`config.mk`:
```
export PLATFORM = sky130hd
export DESIGN_NAME = game_state_ctl
export DESIGN_NICKNAME = d
export VERILOG_FILES = /design/src/rtl/game_pkg.sv /design/src/rtl/btn_edge.sv /design/src/rtl/game_state_ctl.sv
export SDC_FILE = /design/constraint.sdc
export NUM_CORES = 1
export LEC_CHECK = 0
export BUFFER_PORTS_ARGS = -buffer_cell sky130_fd_sc_hd__buf_2
export CAP_MARGIN = 40
export CORE_AREA = 2 2 58 60
export DETAILED_ROUTE_END_ITERATION = 7
export DIE_AREA = 0 0 60 62
export PLACE_DENSITY = 0.8
export SLEW_MARGIN = 20
export SYNTH_ARGS = -nofsm -noshare
export SYNTH_HDL_FRONTEND = slang
export SYNTH_SLANG_ARGS = --single-unit
```
`constraint.sdc`:
```
create_clock -name clk65MHz -period 4.7 [get_ports clk65MHz]
set_clock_uncertainty 0.15 [all_clocks]
set_input_delay 0.94 -clock clk65MHz [delete_from_list [all_inputs] [get_ports clk65MHz]]
set_output_delay 0.94 -clock clk65MHz [all_outputs]
set_load 0.01 [all_outputs]
```
`src/rtl/game_pkg.sv`:
```
// Shared state/winner encodings and default game parameters for game_state_ctl.
package game_pkg;

    typedef enum logic [2:0] {
        ST_MENU       = 3'd0,
        ST_WAIT_SERVE = 3'd1,
        ST_PLAY       = 3'd2,
        ST_PAUSE      = 3'd3,
        ST_GAME_OVER  = 3'd4
    } game_state_t;

    typedef enum logic [1:0] {
        WIN_NONE = 2'b00,
        WIN_P1   = 2'b01,
        WIN_P2   = 2'b10
    } winner_t;

    localparam logic [3:0] DEF_WIN_POINTS   = 4'd11;
    localparam logic [7:0] DEF_PAUSE_FRAMES = 8'd60;

    // Player 1 takes precedence when both reach the target in the same frame.
    function automatic winner_t pick_winner(input logic [3:0] p1,
                                            input logic [3:0] p2,
                                            input logic [3:0] win_pts);
        winner_t w;
        w = WIN_NONE;
        if (p1 >= win_pts)      w = WIN_P1;
        else if (p2 >= win_pts) w = WIN_P2;
        return w;
    endfunction

endpackage

```
`src/rtl/btn_edge.sv`:
```
// Rising-edge detector for an already-synchronised level button.
module btn_edge (
    input  logic clk65MHz,
    input  logic rst,
    input  logic btn,
    output logic rise
);

    logic prev;

    // NOTE: sequential state uses non-blocking assignments so every flop samples pre-edge values.
    always_ff @(posedge clk65MHz) begin
        if (!rst) prev <= 1'b0;
        else      prev <= btn;
    end

    assign rise = btn & ~prev;

endmodule

```
`src/rtl/game_state_ctl.sv`:
```
// Game flow controller: menu, serve, play, post-point pause and game over.
// Optional macro GAME_AUTO_SERVE_EN: serve is issued automatically in WAIT_SERVE.
module game_state_ctl
    import game_pkg::*;
#(
    parameter logic [3:0] WIN_POINTS   = DEF_WIN_POINTS,
    parameter logic [7:0] PAUSE_FRAMES = DEF_PAUSE_FRAMES
) (
    input  logic       clk65MHz,
    input  logic       rst,
    input  logic       end_of_frame,
    input  logic       btn_start,
    input  logic       btn_mode,
    input  logic       btn_serve,
    input  logic [3:0] points_player_1,
    input  logic [3:0] points_player_2,
    output logic       screen_idle,
    output logic       screen_multi,
    output logic       serve,
    output logic [1:0] winner,
    output logic [2:0] state_dbg
);

    game_state_t state;
    winner_t     win_q;
    winner_t     score_win;
    logic [7:0]  frame_cnt;
    logic [3:0]  last_p1;
    logic [3:0]  last_p2;
    logic        serve_armed;
    logic        serve_ready;
    logic        score_changed;
    logic        start_rise;
    logic        mode_rise;
    logic        serve_rise;

    btn_edge u_start_edge (.clk65MHz(clk65MHz), .rst(rst), .btn(btn_start), .rise(start_rise));
    btn_edge u_mode_edge  (.clk65MHz(clk65MHz), .rst(rst), .btn(btn_mode),  .rise(mode_rise));
    btn_edge u_serve_edge (.clk65MHz(clk65MHz), .rst(rst), .btn(btn_serve), .rise(serve_rise));

    assign score_win     = pick_winner(points_player_1, points_player_2, WIN_POINTS);
    assign score_changed = (points_player_1 != last_p1) || (points_player_2 != last_p2);

`ifdef GAME_AUTO_SERVE_EN
    assign serve_ready = 1'b1;
`else
    assign serve_ready = serve_armed;
`endif

    always_ff @(posedge clk65MHz) begin
        if (!rst) begin
            state        <= ST_MENU;
            screen_idle  <= 1'b1;
            screen_multi <= 1'b0;
            serve        <= 1'b0;
            win_q        <= WIN_NONE;
            frame_cnt    <= 8'd0;
            last_p1      <= 4'd0;
            last_p2      <= 4'd0;
            serve_armed  <= 1'b0;
        end else begin
            // Score snapshot refreshes every frame so a point is seen exactly once.
            if (end_of_frame) begin
                last_p1 <= points_player_1;
                last_p2 <= points_player_2;
            end

            case (state)
                ST_MENU: begin
                    if (mode_rise) screen_multi <= ~screen_multi;
                    if (start_rise) begin
                        state       <= ST_WAIT_SERVE;
                        screen_idle <= 1'b0;
                    end
                end

                ST_WAIT_SERVE: begin
                    if (serve) begin
                        if (end_of_frame) begin
                            serve <= 1'b0;
                            state <= ST_PLAY;
                        end
                    end else if (serve_ready && end_of_frame) begin
                        serve       <= 1'b1;
                        serve_armed <= 1'b0;
                    end else if (serve_rise) begin
                        serve_armed <= 1'b1;
                    end
                end

                ST_PLAY: begin
                    if (score_changed) begin
                        if (score_win != WIN_NONE) begin
                            state       <= ST_GAME_OVER;
                            win_q       <= score_win;
                            screen_idle <= 1'b1;
                        end else begin
                            state     <= ST_PAUSE;
                            frame_cnt <= PAUSE_FRAMES;
                        end
                    end
                end

                ST_PAUSE: begin
                    // Exit on the frame that would take the counter to zero; never wraps.
                    if (end_of_frame) begin
                        if (frame_cnt <= 8'd1) begin
                            frame_cnt <= 8'd0;
                            state     <= ST_WAIT_SERVE;
                        end else begin
                            frame_cnt <= frame_cnt - 8'd1;
                        end
                    end
                end

                ST_GAME_OVER: begin
                    if (start_rise) begin
                        state <= ST_MENU;
                        win_q <= WIN_NONE;
                    end
                end

                default: begin
                    state       <= ST_MENU;
                    screen_idle <= 1'b1;
                    serve       <= 1'b0;
                end
            endcase
        end
    end

    assign winner    = win_q;
    assign state_dbg = state;

endmodule

```
Word level (Yosys, flattened, before mapping)
Index checks and enable logic that the tools add are counted.
Widths: inputs -> output; s select.
- output and inout port bits: 8
- input port bits: 14
- word-level logic and storage cells: 85
- register bits after elaboration: 28
- bitwise logic cells: 9
- mux-type cells: 30
- order comparisons: 3
- equal/unequal tests: 15
- $add $sub $neg: 1
- reductions and logical operators: 15
- operators with widths (operator ; number):
    $mux 8 ; 4
    $mux 3 ; 8
    $ne 2x2->1 const B ; 9
    $pmux 8 s2 ; 1
    $pmux 3 s5 ; 1
    $reduce_and 4->1 ; 3
    $mux 2 ; 5
    $ge 4x4->1 const B ; 2
    $le 8x1->1 const B ; 1
    $mux 1 ; 8
    $ne 4x4->1 ; 2
    $reduce_bool 2->1 ; 4
    $sub 8x1->8 const B ; 1
    $reduce_and 7->1 ; 1
    $eq 3x2->1 const B ; 2
    $not 1->1 ; 6
    $pmux 2 s2 ; 1
    $reduce_or 4->1 ; 1
    $and 1x1->1 ; 3
    $eq 3x1->1 const B ; 1
    $eq 3x3->1 const B ; 1
    $logic_not 3->1 ; 1
    $pmux 1 s3 ; 1
    $reduce_and 3->1 ; 1
    5 further kinds ; 5

Logic depth before layout (Yosys ltp)
Gate-level depths: netlist of the first run.
- depth after elaboration: 7
- mapped depth: 8
- mapped depth without buffers: 7

Hierarchy
From an unflattened synthesis of the first run, not the netlist that was laid out.
- cell total of the unflattened synthesis: 183
- area, all modules: 1569.0 um^2
- by module, submodules not included (module ; area an instance (um^2) ; cells an instance ; times used ; seq. area each (um^2)):
    game_state_ctl ; 1448.9 ; 174 ; 1 ; 500.5
    btn_edge ; 40.0 ; 3 ; 3 ; 20.0

Worst setup path before layout of the first run
Ideal clock, no wire load.
- path kind: in2reg
- start: input port points_player_2[1]
- end: register frame_cnt[1]
- setup time: 0.072 ns
- required time: 4.478 ns
- stages on the path: 5
- setup slack: 2.203 ns
- buffers on the path: 0
- arrival: 2.274 ns
- path through: a21o_1 -> a221oi_2 -> a21oi_1 -> or4b_1 -> a21oi_1
- cells in the longest elaborated chain, start to end: 6
- elaborated cells between the ends (all ways): 9
- those cells by class: 1 x order compare; 3 x eq/ne; 2 x mux; 3 x reduce/logical
- ends and longest elaborated chain (element ; line ; RTL):
    start: declaration ; game_state_ctl.sv:16 ; input logic [3:0] points_player_2,
    $ge 4x4->1 ; game_pkg.sv:28 ; else if (p2 >= win_pts) w = WIN_P2;
    $mux 2 ; game_pkg.sv:28 ;
    $mux 2 ; game_pkg.sv:27 ; if (p1 >= win_pts) w = WIN_P1;
    $reduce_bool 2->1 ; game_state_ctl.sv:93 ; if (score_win != WIN_NONE) begin
    $ne 2x2->1 (no source line) ; -- ;
    $reduce_and 4->1 (no source line) (*) ; -- ;
    end signal: assignment ; game_state_ctl.sv:111 ; frame_cnt <= frame_cnt - 8'd1;
    end: declaration ; game_state_ctl.sv:27 ; logic [7:0] frame_cnt;
Every way passes the cells marked *; elsewhere a longest branch is shown, timed or not.
A chain may end at the register's enable or synchronous reset.

Worst setup path in the final report of the first run
Ends and elaborated chain as after synthesis.

==> results of run 1 <==
==> registers in the layout, indices dropped and copies added (netlist names) <==
signal and flops:
frame_cnt 8, last_p1 4, last_p2 4, screen_idle 1, screen_multi 1, serve 1, serve_armed 1, state_dbg 3
u_mode_edge.prev 1, u_serve_edge.prev 1, u_start_edge.prev 1, winner 2
==> kinds of logic (layout without fill, tap and decap cells) <==
kind of cell	count (synthesis)	count (layout)	synth area share
and+or+nand+nor	72	72	0.253
AOI/OAI and AO/OA	46	46	0.197
DFF	28	28	0.355
buffers and inverters	17	34	0.0658
muxes	10	10	0.0634
xor gates and xnor gates	9	9	0.0499
adders and majority gates	2	2	0.0158
==> per-layer routing <==
metal	global-route usage	up-vias	wire, um
li1	-	706	-
met5	0	-	0
met2	0.340	18	1540
met3	0.0248	5	86
met4	0.0698	0	31
met1	0.225	648	1450
==> stage by stage <==
step | area (um2) | util | setup slack (ns) | power, uW | instances
global route | 1710 | 0.537 | 2.05 | 486 | 247
floorplan | 1580 | - | 2.20 | 324 | 184
global placement | 1670 | 0.526 | 1.91 | 348 | 243
detailed placement | 1670 | 0.526 | 1.83 | 348 | 243
CTS | 1710 | 0.537 | 2.17 | 463 | 247
finish | 1710 | 0.537 | 2.18 | 461 | 247
==> worst reg2reg max path: stages (launching register included) <==
cell	delay, ns
dfxtp_1	0.57
or3b_4	0.44
a221oi_2	0.36
a21oi_1	0.23
or4b_1	0.52
a21oi_1	0.14
==> synth_stat cells, types with 2 or more instances <==
cell type / count / area share
nor3_1: 13 / 0.041
nor4_1: 4 / 0.016
o31ai_1: 3 / 0.014
o21ai_0: 11 / 0.035
a31oi_1: 3 / 0.012
or4b_1: 2 / 0.013
or2_2: 2 / 0.0079
nand2_1: 10 / 0.024
o22ai_1: 3 / 0.012
xor2_1: 9 / 0.050
nand3_1: 3 / 0.0095
and2_1: 4 / 0.016
nor3b_1: 3 / 0.014
a311oi_1: 2 / 0.011
clkbuf_8: 4 / 0.035
a21o_1: 2 / 0.0095
ha_1: 2 / 0.016
a21oi_1: 9 / 0.029
nor2_1: 21 / 0.050
dfxtp_1: 28 / 0.35
mux2i_1: 10 / 0.063
inv_1: 8 / 0.019
clkbuf_1: 4 / 0.0095
==> worst max path at each step <==
stage                                   start                        end  cells after the start
global placement           points_player_2[1]  frame_cnt[1]$_SDFFE_PN0P_                      6
finish                     points_player_2[1]  frame_cnt[1]$_SDFFE_PN0P_                      6
CTS                        points_player_2[1]  frame_cnt[1]$_SDFFE_PN0P_                      6
floorplan                  points_player_2[1]  frame_cnt[1]$_SDFFE_PN0P_                      5
global route        state_dbg[1]$_SDFFE_PN0P_  frame_cnt[1]$_SDFFE_PN0P_                      5
detailed placement         points_player_2[1]  frame_cnt[1]$_SDFFE_PN0P_                      6
==> area by class of cell <==
type,count,area [um2]
well taps,46,57.6
repair buffers,21,105
fillers,297,1470
inverters,9,33.8
flip-flops and latches,28,561
multi-input cells,139,915
clock buffers,4,36.3
==> report_power, final <==
group / switching (uW) / total (uW) / internal (uW) / leakage (uW)
Sequential: 10.7 / 260 / 250 / 0.000229
Clock: 70.1 / 117 / 47.4 / 0.0000210
Combinational: 47.1 / 83.1 / 36.0 / 0.000447
==> placed cells by master, fill, tap and decap left out, drive strengths merged, types with 2 or more instances in the layout <==
cell type and instances:
dfxtp 28, nor2 21, buf 21, nor3 13, o21ai 11, nand2 10
mux2i 10, a21oi 10, xor2 9, inv 8, nor4 5, and2 4
clkbuf 4, nor3b 3, o31ai 3, o22ai 3, a31oi 3, nand3 3
or2 2, a311oi 2, a21o 2, or4b 2, ha 2, and3 2
==> impl_metrics.yaml, run 1 <==
worst_setup_path:
  crit_family: "compound AO/OA/AOI/OAI gates"
  start_kind: "input pin"
  criticalPathCategory: "input pin to flop"
  crit_chain: "buf_2 > a21o_1 > a221oi_2 > a21oi_1 > or4b_1 > a21oi_1"
  worstPathArrival_ns: 2.63
  crit_buf_inv: 1
  cp-end-kind: "flop"
  cpMostUsedCell: "a21oi_1"
  slowest_delay_ns: 0.52
  worstReg2RegEnd: "frame_cnt[1]$_SDFFE_PN0P_"
  r2r_cells: 5
  rrSetupSlack_ns: 2.21
  critical-path-slowest-cell: "or4b_1"
  rr_startpoint: "state_dbg[1]$_SDFFE_PN0P_"
  cp_data_required_time_ns: 4.80
  cp_max_fo: 10
finish:
  antenna_cells: 0
  fin_nets: 218
  syn2layout_area_growth_pct: 8.16
  drive_above_1_share: 0.174
clock_network:
  cts_tree: "done"
  root_buffer: "clkbuf_4"
  clock_path_buffers: 2
  cts_hold_repair.buffers: 0
  cts.sink_count: 28
  postCtsResizedCells: 0
  post-cts-setup-buffers: 0
  clkTransAtPathRegs_ns: 0.14
  htreeDepth: 1
  clkLatencyLatePin_ns: 0.33
  cts_buffers: 3
yosys:
  synthFlopType: "dfxtp_1"
  syn-num-nets: 200
  syn_inst: 184
  syn_area_per_cell_um2: 8.58
  yosys_warnings: 0
  ys_async_sr_fraction: 0
  seq_area_frac_synth: 0.355
  synth-seq-cells: 28
  synth_edf_count: 0
  synth_cell_type_count: 47
  netlist_area_mm2: 0.00158
route:
  ant_nets: 0
  vias_per_cell: 5.57
  routedWlPerCell_um: 12.6
  drc: 0
  drtPass1Iterations: 4
  wl_um: 3120
  vias: 1377
  initialDrtViolationCount: 50
floorplanning:
  ioPinCount: 22
  dieArea_mm2: 0.00372
  fp.dieW_um: 60
  start_util: 0.497
  fp-row-count: 21
  core_area_mm2: 0.00318
  die_h_um: 62
run_status:
  status: "complete, no violations"
global_routing:
  grt_max_degree: 20
  grtUsageTotal: 0.187
  grt_pass1_wl_um: 5310
  first_global_vias: 1254
  overflow: 0
  antenna_found_initial: 0
sta:
  fin_hold_ws_ns: 0.326
  setup-violations-final: 0
  final.min_clock_period_ns: 2.52
  slew_violations: 0
  hold_violations: 0
  fmax_mhz: 397
  final.period_utilization: 0.537
  slew_headroom: 0.555
  tightestPinTransition_ns: 0.663
  fin_setup_tns_ns: 0
  rsz0062_at_grt: "no"
pwr:
  ir_drop_v: 0.000135
  p_leak_uw: 0.000697
  power_density_mw_per_mm2: 270
min_path:
  hold_path.class: "flop to flop"
  hold_depth: 2
  hold_path_end: "winner[1]$_SDFFE_PN0P_"
  timing.hold.worst.start: "winner[1]$_SDFFE_PN0P_"
flow_run:
  cap_violations: 0
placement:
  portBuffers: 21
  dpl.hpwl_um: 2280
  place.gp.congestion: 0.842
Power figures use the tool's default switching activity.
==> inputs of run 2 (changes only) <==
--- a/config.mk
+++ b/config.mk
@@ -7,10 +7,10 @@
 export LEC_CHECK = 0
 export BUFFER_PORTS_ARGS = -buffer_cell sky130_fd_sc_hd__buf_2
 export CAP_MARGIN = 40
-export CORE_AREA = 2 2 58 60
+export CORE_AREA = 2 2 59 61
 export DETAILED_ROUTE_END_ITERATION = 7
-export DIE_AREA = 0 0 60 62
-export PLACE_DENSITY = 0.8
+export DIE_AREA = 0 0 61 63
+export PLACE_DENSITY = 0.81
 export SLEW_MARGIN = 20
 export SYNTH_ARGS = -nofsm -noshare
 export SYNTH_HDL_FRONTEND = slang
==> constraint.sdc (replaced) <==
create_clock -name clk65MHz -period 2.2 [get_ports clk65MHz]
set_clock_uncertainty 0.15 [all_clocks]
set_input_delay 0.44 -clock clk65MHz [delete_from_list [all_inputs] [get_ports clk65MHz]]
set_output_delay 0.44 -clock clk65MHz [all_outputs]
set_load 0.01 [all_outputs]
==> run 2 against run 1 <==
Effect of this change: critical path depth is 1 lower; flip-flop and latch count unchanged; via count grew 4.6%; critical endpoint is now state_dbg[2]$_SDFFE_PN0P_.
==> impl_metrics.yaml, run 2 (same netlist as run 1, synthesis figures left out) <==
finish:
  drive_above_1_share: 0.244
  largest-register: "frame_cnt"
  fin_nets: 234
  instances_no_fill: 263
  largest_reg_flops: 8
  antenna_cells: 0
  top_regs: "frame_cnt (8), last_p1 (4), last_p2 (4)"
  syn2layout_area_growth_pct: 16.0
  layout_common_cells: "dfxtp_1 (27), buf_2 (21), nor2_1 (20)"
  fin_area_mm2: 0.00183
  final_common_cell: "dfxtp_1"
placement:
  place_inst: 259
  portBuffers: 21
  dpl.hpwl_um: 2570
  place.gp.congestion: 0.793
  place_area_mm2: 0.00179
worst_setup_path:
  slowest_delay_ns: 0.55
  worstReg2RegEnd: "state_dbg[2]$_SDFFE_PN0P_"
  criticalPathCategory: "flop to flop"
  rr_startpoint: "frame_cnt[2]$_SDFFE_PN0P_"
  rrSetupSlack_ns: 0.002
  cp-end-kind: "flop"
  critical-path-slowest-cell: "or4_4"
  cp_data_required_time_ns: 2.33
  r2r_cells: 5
  cp-endpoint: "state_dbg[2]$_SDFFE_PN0P_"
  cp_max_fo: 4
  crit_chain: "or4_4 > nor4_4 > a21oi_2 > or4b_1 > a21oi_1"
  start_kind: "flop"
  worstPathArrival_ns: 2.33
  crit_start: "frame_cnt[2]$_SDFFE_PN0P_"
pwr:
  ir_drop_v: 0.000334
  power_density_mw_per_mm2: 557
  p_leak_uw: 0.000777
global_routing:
  grtUsageTotal: 0.202
  grt_max_degree: 19
  first_global_vias: 1382
  grt_pass1_wl_um: 6000
  antenna_found_initial: 0
  overflow: 0
clock_network:
  htreeDepth: 1
  root_buffer: "clkbuf_4"
  cts_tree: "done"
  post-cts-setup-buffers: 0
  clkLatencyLatePin_ns: 0.34
  cts_buffers: 3
  clock_path_buffers: 2
  clkTransAtPathRegs_ns: 0.16
  cts.sink_count: 28
sta:
  tightestPinTransition_ns: 0.618
  final.min_clock_period_ns: 2.20
  final.period_utilization: 0.999
  slew_violations: 0
  slew_headroom: 0.584
  fmax_mhz: 455
  hold_violations: 0
  rsz0062_at_grt: "yes"
  setup-violations-final: 0
  fin_setup_tns_ns: 0
flow_run:
  cap_violations: 0
route:
  vias_per_cell: 5.48
  drc: 0
  drtPass1Iterations: 4
  vias: 1440
  ant_nets: 0
  wl_um: 3470
  routedWlPerCell_um: 13.2
  initialDrtViolationCount: 55
min_path:
  hold_path.class: "input pin to flop"
  hold_depth: 2
floorplanning:
  die_h_um: 63
  dieArea_mm2: 0.00384
  fp.dieW_um: 61
  fp-row-count: 21
  ioPinCount: 22
  core_area_mm2: 0.00323
  start_util: 0.489
run_status:
  status: "complete, no violations"
run 2: cell count changes in the layout (fill, tap and decap cells not counted), sizes merged:
cell,delta
buf,+16
run 2: layout make-up:
| cell class | count | area (um2) |
|---|---|---|
| multi-input combinational | 139 | 917 |
| clock buffer | 4 | 36.3 |
| timing repair buffer | 37 | 225 |
| tap | 46 | 57.6 |
| inverter | 9 | 33.8 |
| fill | 311 | 1400 |
| sequential | 28 | 562 |
run 2: metal layers:
layer	routed length [um]	track usage	vias up	share of wire
li1	-	-	738	-
met1	1550	0.262	650	0.45
met2	1660	0.309	42	0.48
met3	170	0.0455	10	0.049
met4	86	0.101	0	0.025
met5	0	0	-	0
run 2: repair_timing:
action | in CTS | in global routing
cloned | 0 | 0
gates resized for setup | 0 | 2
hold buffers | 0 | 0
endpoints found under the setup margin | 1 | 2
run 2: stage by stage:
stage	util	hold WS, ns	power, uW	setup slack [ns]
after floorplan	-	0.298	693	0.00927
after global placement	0.554	0.299	767	0.0966
after detailed placement	0.554	0.301	771	0.0453
after CTS	0.566	0.155	1020	-0.00375
after global routing	0.567	0.156	1080	-0.0758
final	0.567	0.153	1020	0.00246
run 2: how the worst min path moves through the flow:
stage                                  start                          end
finish                              btn_mode  u_mode_edge.prev$_SDFF_PN0_
global route                        btn_mode  u_mode_edge.prev$_SDFF_PN0_
CTS                                 btn_mode  u_mode_edge.prev$_SDFF_PN0_
detailed placement    winner[1]$_SDFFE_PN0P_       winner[1]$_SDFFE_PN0P_
global placement      winner[1]$_SDFFE_PN0P_       winner[1]$_SDFFE_PN0P_
floorplan           serve_armed$_SDFFE_PN0P_     serve_armed$_SDFFE_PN0P_
run 2: where the power goes:
| group | total (uW) | switching, uW | internal, uW |
|---|---|---|---|
| registers | 549 | 15.3 | 533 |
| logic | 212 | 115 | 96.8 |
| clock network | 259 | 157 | 102 |
| total | 1020 | 288 | 732 |
run 2: worst max-delay path, delay by kind of cell, from the launching register on:
family,cells,cell delay [ns]
AND/OR/NAND/NOR,3,1.35
flip-flops,1,0.35
AO/OA/AOI/OAI,2,0.29
